$ cat config.mk
export PLATFORM = sky130hd
export DESIGN_NAME = axi_transmit_arbiter
export DESIGN_NICKNAME = d
export VERILOG_FILES = /design/src/rtl/axi_transmit_arbiter.sv
export SDC_FILE = /design/constraint.sdc
export NUM_CORES = 1
export LEC_CHECK = 0
export BUFFER_PORTS_ARGS = -buffer_cell sky130_fd_sc_hd__buf_2
export CORE_MARGIN = 2
export CORE_UTILIZATION = 30
export CTS_BUF_LIST = sky130_fd_sc_hd__clkbuf_4
export DETAILED_ROUTE_END_ITERATION = 8
export PLACE_DENSITY_LB_ADDON = 0.12
export SLEW_MARGIN = 5
export SYNTH_ARGS = -nofsm -noshare
export SYNTH_HDL_FRONTEND = slang
export SYNTH_SLANG_ARGS = --single-unit
$ cat constraint.sdc
create_clock -name clk -period 1.7 [get_ports clk]
set_input_delay 0.17 -clock clk [delete_from_list [all_inputs] [get_ports clk]]
set_output_delay 0.17 -clock clk [all_outputs]
set_load 0.03 [all_outputs]
$ cat src/rtl/axi_transmit_arbiter.sv
// axi_transmit_arbiter: round-robin owner selection for one shared transmit
// serializer. Each grant captures one word, fires a one-cycle tx_send, then
// waits for tx_done (or a timeout) and reports back to the owning requester.
module axi_transmit_arbiter #(
  parameter  int NUM_REQ        = 4,
  parameter  int DATA_WIDTH     = 32,
  parameter  int TIMEOUT_CYCLES = 1024,
  localparam int ID_W           = $clog2(NUM_REQ)
) (
  input  logic                          clk,
  input  logic                          rst,
  input  logic                          halt,
  input  logic [NUM_REQ-1:0]            req_valid,
  input  logic [NUM_REQ*DATA_WIDTH-1:0] req_data,
  output logic [NUM_REQ-1:0]            req_ready,
  output logic [NUM_REQ-1:0]            req_done,
  output logic [NUM_REQ-1:0]            req_err,
  output logic [DATA_WIDTH-1:0]         tx_data,
  output logic                          tx_send,
  input  logic                          tx_done,
  output logic [ID_W-1:0]               grant_id,
  output logic                          busy
);

  // Counter holds 0..TIMEOUT_CYCLES-1; keep at least one bit when timeout is tiny/off.
  localparam int CNT_W = (TIMEOUT_CYCLES > 1) ? $clog2(TIMEOUT_CYCLES) : 1;
  localparam logic [CNT_W-1:0] TO_LAST =
    CNT_W'((TIMEOUT_CYCLES > 0) ? (TIMEOUT_CYCLES - 1) : 0);

  typedef enum logic {IDLE, WAIT} state_t;

  state_t           state;
  logic [ID_W-1:0]  last_grant;
  logic [CNT_W-1:0] cnt;
  logic [ID_W-1:0]  scan_idx;
  logic [ID_W-1:0]  win;
  logic             found;

  // Winner search: first valid requester after last_grant, wrapping, so a
  // requester with valid low is skipped in the same cycle.
  always_comb begin
    found    = 1'b0;
    win      = '0;
    scan_idx = '0;
    for (int k = 1; k <= NUM_REQ; k++) begin
      scan_idx = ID_W'((int'(last_grant) + k) % NUM_REQ);
      if (!found && req_valid[scan_idx]) begin
        found = 1'b1;
        win   = scan_idx;
      end
    end
  end

  // Grant/wait sequencer; every output is registered here.
  always_ff @(posedge clk or posedge rst) begin
    if (rst) begin
      state      <= IDLE;
      last_grant <= ID_W'(NUM_REQ - 1);
      cnt        <= '0;
      tx_data    <= '0;
      tx_send    <= 1'b0;
      req_ready  <= '0;
      req_done   <= '0;
      req_err    <= '0;
      busy       <= 1'b0;
      grant_id   <= '0;
    end else begin
      tx_send   <= 1'b0;
      req_ready <= '0;
      req_done  <= '0;
      req_err   <= '0;
      case (state)
        IDLE: begin
          // tx_done arriving here is stray and deliberately ignored.
          if (!halt && found) begin
            tx_data   <= req_data[win*DATA_WIDTH +: DATA_WIDTH];
            grant_id  <= win;
            tx_send   <= 1'b1;
            req_ready <= NUM_REQ'(1) << win;
            busy      <= 1'b1;
            cnt       <= '0;
            state     <= WAIT;
          end
        end
        WAIT: begin
          // tx_send is high only in the launch cycle; tx_done there is ignored.
          if (tx_send) begin
            cnt <= '0;
          end else if (tx_done) begin
            // Success wins over a timeout landing in the same cycle.
            req_done[grant_id] <= 1'b1;
            busy               <= 1'b0;
            last_grant         <= grant_id;
            state              <= IDLE;
          end else if (TIMEOUT_CYCLES != 0 && cnt == TO_LAST) begin
            req_err[grant_id] <= 1'b1;
            busy              <= 1'b0;
            last_grant        <= grant_id;
            state             <= IDLE;
          end else begin
            cnt <= cnt + 1'b1;
          end
        end
        default: state <= IDLE;
      endcase
    end
  end

endmodule
# [After elaboration in Yosys (flattened, before gate mapping)]
# Cells that the tools add are included.
[classes] addsub=5 muxes=45 n_reduce_logical=14 n_eq_ne=6 n_shift=2 n_bitwise=2 magnitude_cmp=6
[ops] cell="variable part select 128 x 8 -> 32 bit" count=1
[ops] cell="2-to-1 mux 10 bit" count=4
[ops] cell="2-to-1 mux 4 bit" count=9
[ops] cell="case mux 10 bit (2 select lines)" count=1
[ops] cell="2-to-1 mux 1 bit" count=18
[ops] cell="less-than comparator 2 x 3 -> 1 bit (second input constant)" count=5
[ops] cell="2-to-1 mux 2 bit" count=6
[ops] cell="adder 10 x 1 -> 10 bit (second input constant)" count=1
[ops] cell="== test 10 bit (second input constant)" count=1
[ops] cell="AND reduction 3 bit" count=3
[ops] cell="binary-select mux 1 bit (select 2 bit)" count=4
[ops] cell="!= test 3 bit (second input constant)" count=2
[ops] cell="logical AND 1 bit" count=5
[ops] cell="adder 2 x 1 -> 2 bit (second input constant)" count=2
[ops] cell="adder 2 bit (second input constant)" count=2
[ops] cell="logical NOT 1 bit" count=4
[ops] cell="!= test 2 bit (second input constant)" count=2
[ops] cell="case mux 1 bit (2 select lines)" count=2
[ops] cell="left shift 1 x 2 -> 4 bit (first input constant)" count=1
[ops] cell="!= test 3 x 2 -> 1 bit (second input constant)" count=1
[ops] cell="demux 1 bit (select 2 bit)" count=1
[ops] cell="greater-or-equal comparator 2 x 1 -> 1 bit (second input constant)" count=1
[ops] cell="inverter 1 bit" count=2
[ops] cell="AND reduction 2 bit" count=1
[ops] cell="nonzero test 2 bit" count=1
[totals] inputBits=136 elab_cells=90 ff_bits=61 out_inout_bits=48

# [Logic depth before layout (Yosys ltp)]
[logic_depth] ltp_word=16 ltp_mapped=7 ltp_nobuf=6

# [Worst setup path after synthesis]
# Ideal clock, no wire load.
[synth_timing] path_type="reg-to-reg" from="register last_grant[0]" to="register tx_data[0]" slack_ns=-0.103 path_buffers=1 period_less_slack_ns=1.803 setup_ns=0.128 t_arrival_ns=1.675 required_time_ns=1.572 stages_incl_launch_ff=7 path_cell_list="dfstp_2 or2b_4 o21ai_2 a211oi_4 buf_8 mux2i_1 o22ai_1"
[synth_between] elab_chain_len=15 word_cells_on_any_way=29 cone_classes="add/sub (4); shift (1); mux (16); reduce/logical (8)"
[synth_lines] element="from (decl)" line_no="33" text="logic [ID_W-1:0] last_grant;"
[synth_lines] element="from (signal assigned)" line_no="58" text="last_grant <= ID_W'(NUM_REQ - 1);"
[synth_lines] element="from (signal assigned)" line_no="93" text="last_grant <= grant_id;"
[synth_lines] element="from (signal assigned)" line_no="98" text="last_grant <= grant_id;"
[synth_lines] element="branches (longest 15 deep; another with adder 2 x 1 -> 2 bit)"
[synth_lines] element="to (signal assigned)" line_no="76" text="tx_data <= req_data[win*DATA_WIDTH +: DATA_WIDTH];"
[synth_lines] element="to (decl)" line_no="18" text="output logic [DATA_WIDTH-1:0] tx_data,"
# Parallel ways; which one is timed is not known. The select of a mux whose other input is x is not followed.
# A chain may end at the register's enable or synchronous reset.

# [Final worst setup path]
[layout_timing] from="register last_grant[0]" to="register tx_data[2]"
# Same word-level chain as after synthesis.

==> results.py <==
metrics = {
    "worst_setup_path": {
        "path_cells": "buf_6, or2b_4, buf_6, a211oi_4, buf_6, nor2_4, a221oi_2, o22ai_1",
        "endpoint_kind": "register",
        "required_ns": 1.98,
        "reg2reg_depth": 8,
        "crit_family": "compound AO/OA/AOI/OAI gates",
        "crit_path_max_fanout": 5,
        "rr_endpoint": "tx_data[2]$_DFFE_PP0P_",
        "worst-path-buf-inv": 3,
        "startpoint_type": "register",
        "regToRegStartpoint": "last_grant[0]$_DFFE_PP1P_",
        "critPathMostFrequentCell": "buf_6",
        "critPathSlowestCell": "dfstp_2",
        "r2r_slack_ns": -0.18,
        "worstSetupPathType": "register to register",
        "critical_path_arrival_ns": 2.16,
        "critPathLaunch": "last_grant[0]$_DFFE_PP1P_",
        "max_stage_delay_ns": 0.39,
    },
    "grt": {
        "grt_pass1_wl_mm": 20.5,
        "antenna_found_initial": 0,
        "grt_max_degree": 62,
        "first_global_vias": 3913,
        "track_usage_pct": 20.7,
        "grt-ovfl-total": 0,
    },
    "yosys": {
        "synthArstFlopShare_pct": 100,
        "yosys-top-cells-area": "dfrtp_1 (42%), mux2i_1 (9.1%), a221oi_1 (7.9%)",
        "ys_warn_count": 0,
        "synthCells": 363,
        "syn_nets": 500,
        "yosys.area.top_type": "dfrtp_1",
        "ys_seq_area_share_pct": 43.3,
        "synth-edff-count": 0,
        "netlist_area_um2": 3530,
        "synth_area_per_cell_um2": 9.73,
        "ys.flop_type": "dfrtp_1",
        "ys_types": 46,
        "synth_top_cell_area_share_pct": 41.8,
        "ys_ff_latch": 61,
    },
    "sta": {
        "slew_headroom_pct": 74.5,
        "slew_viol_final": 0,
        "fmax_mhz": 532,
        "rsz0062_at_grt": "yes",
        "layout_min_cycle_time_ns": 1.88,
        "tightest_slew_ns": 0.381,
        "setup_violations": 35,
        "fin_skew_ns": 0.0141,
        "post-route-period-util_pct": 111,
        "fin_ws_ns": -0.180,
        "hold_viol": 0,
    },
    "power": {
        "p_sw_uw": 3810,
        "cellPowerDensity_nw_per_um2": 1490,
        "combPwrFrac_pct": 60.7,
        "p_int_uw": 4570,
        "power.share.clock_pct": 12.5,
        "p_seq_share_pct": 26.8,
        "p_leak_uw": 0.00263,
        "peakVddDrop_mv": 0.634,
        "switching_share_pct": 45.5,
        "finalPower_uw": 8370,
    },
    "status": {
        "status": "complete, but fails checks",
        "violations": "setup timing",
    },
    "final_layout": {
        "regArea_um2": 1530,
        "multi_input_area_um2": 2180,
        "syn_to_final_growth_pct": 58.9,
        "finish.utilization_pct": 49.0,
        "layout-drive-gt1-share_pct": 56.4,
        "nets": 738,
        "fillers": 1107,
        "antenna_cells": 0,
    },
    "floorplanning": {
        "core_area_um2": 11500,
        "die_area_um2": 12700,
        "die_h_um": 113,
        "ios": 184,
        "rows": 39,
        "die_width_um": 113,
        "initial_core_util_pct": 30.8,
    },
    "clock_network": {
        "htree_levels": 3,
        "clock_path_buffers": 2,
        "cts_num_sinks": 61,
        "numCtsBuffers": 9,
        "clock_latency_ns": 0.41,
        "cts_tree": "built",
        "clk_pin_slew_ns": 0.12,
        "root_buffer": "clkbuf_4",
    },
    "placed_design": {
        "port_buffers": 183,
        "post-dp-hpwl_mm": 8.79,
        "gp_congestion": 0.852,
    },
    "detailed_routing": {
        "ant_nets": 0,
        "routedWlPerCell_um": 18.2,
        "drt_iter0_markers": 210,
        "via_per_inst": 5.31,
        "vias": 3975,
        "drc": 0,
        "firstDrtPassIters": 4,
        "wl_mm": 13.6,
    },
    "min_path": {
        "min_path_cells": 3,
        "min_path_type": "input port to register",
        "worstHoldStart": "req_data[65]",
        "holdPathEnd": "tx_data[1]$_DFFE_PP0P_",
    },
    "flow_run": {
        "drv_cap": 0,
    },
}
-- flip-flops by register name, indices dropped and copies added (netlist names) --
register and flops:
req_ready 4, tx_send 1, req_err 4, cnt 10
grant_id 2, last_grant 2, state 1, req_done 4
tx_data 32, busy 1
-- worst min-delay path, delay by kind of cell --
kind	cells	cell delay [ns]
AO/OA/AOI/OAI	1	0.09
buffers and inverters	1	0.07
multiplexers	1	0.06
-- cell type report --
class	instances	area share (%)
Multi-Input combinational cell	273	38.8
Clock inverter	5	0.914
Tap cell	143	3.19
Timing Repair Buffer	247	27.7
Inverter	9	0.646
Clock buffer	11	1.47
Sequential cell	61	27.2
-- per-stage QoR --
stage	instance area, um^2	setup slack [ns]	instances	setup TNS (ns)	hold WS (ns)
2_1_floorplan	3530	-0.0688	363	-1.95	0.307
3_3_place_gp	4730	-0.413	705	-12.41	0.280
3_5_place_dp	4730	-0.447	705	-13.89	0.274
4_1_cts	5370	-0.169	743	-3.62	0.00925
5_1_grt	5610	-0.277	749	-7.87	0.0161
6_report	5610	-0.180	749	-4.19	0.0226
-- worst max-delay path by stage --
stage	cells after the start	slack, ns	end
2_1_floorplan	6	-0.07	tx_data[0]$_DFFE_PP0P_
3_3_place_gp	6	-0.41	tx_data[5]$_DFFE_PP0P_
3_5_place_dp	6	-0.45	tx_data[30]$_DFFE_PP0P_
4_1_cts	8	-0.17	tx_data[30]$_DFFE_PP0P_
5_1_grt	7	-0.28	tx_data[17]$_DFFE_PP0P_
6_report	8	-0.18	tx_data[2]$_DFFE_PP0P_
-- synthesized netlist by cell type, types with 3 or more instances --
library cell	n
a21oi_1	6
a221oi_1	32
a31oi_1	3
and3_1	3
buf_8	3
clkbuf_1	8
clkbuf_8	10
dfrtp_1	59
inv_1	7
mux2_2	3
mux2i_1	32
nand2_1	13
nand2b_1	4
nand3_1	6
nand4_1	3
nor2_1	50
nor3_1	7
o21ai_0	46
o22ai_1	33
-- power groups by stage --
stage / clock (uW) / sequential (uW) / combinational (uW)
after floorplan: 0 / 2940 / 1960
after global placement: 0 / 2250 / 3800
after detailed placement: 0 / 2260 / 3850
after CTS: 1070 / 2240 / 4670
after global routing: 1150 / 2320 / 5430
final: 1040 / 2240 / 5090
-- layout by cell type (no fill, tap or decap), types with 3 or more instances in the layout --
cell type,count
mux2i_4,3
o22ai_1,32
o21ai_0,37
inv_1,6
dfrtp_1,59
mux2i_2,6
a21oi_1,3
nand2_1,11
nor3_1,5
buf_2,183
nor2_4,7
a221oi_1,5
mux2i_1,23
nor2_1,47
buf_4,42
nand3_1,6
buf_12,5
nand4_1,3
clkbuf_4,11
buf_6,13
a21oi_2,3
o21ai_2,4
o21ai_1,5
nand2b_1,4
mux2_4,3
a221oi_2,27
and3_1,3
-- what timing repair did --
| item | 4_1_cts | 5_1_grt |
|---|---|---|
| hold buffers | 1 | 0 |
| gates cloned | 6 | 2 |
| endpoints found under the setup margin | 45 | 47 |
| gates resized for setup | 70 | 39 |
| pin swaps | 27 | 20 |
| hold endpoints to repair | 59 | 0 |
| setup buffers | 16 | 5 |
-- per-layer routing --
layer	track usage [%]	wire [um]
met5	0	0
met4	6.99	184
met3	4.27	973
met2	34.1	6560
met1	27.4	5880
-- cells by family after synthesis --
family	synth area share, %
AO/OA/AOI/OAI	25.3
AND/OR/NAND/NOR	13.3
flip-flops	43.3
multiplexers	10.0
buffers and inverters	7.51
XOR/XNOR	0.248
adder cells (fa/ha/maj)	0.354
Power figures use the tool's default switching activity.
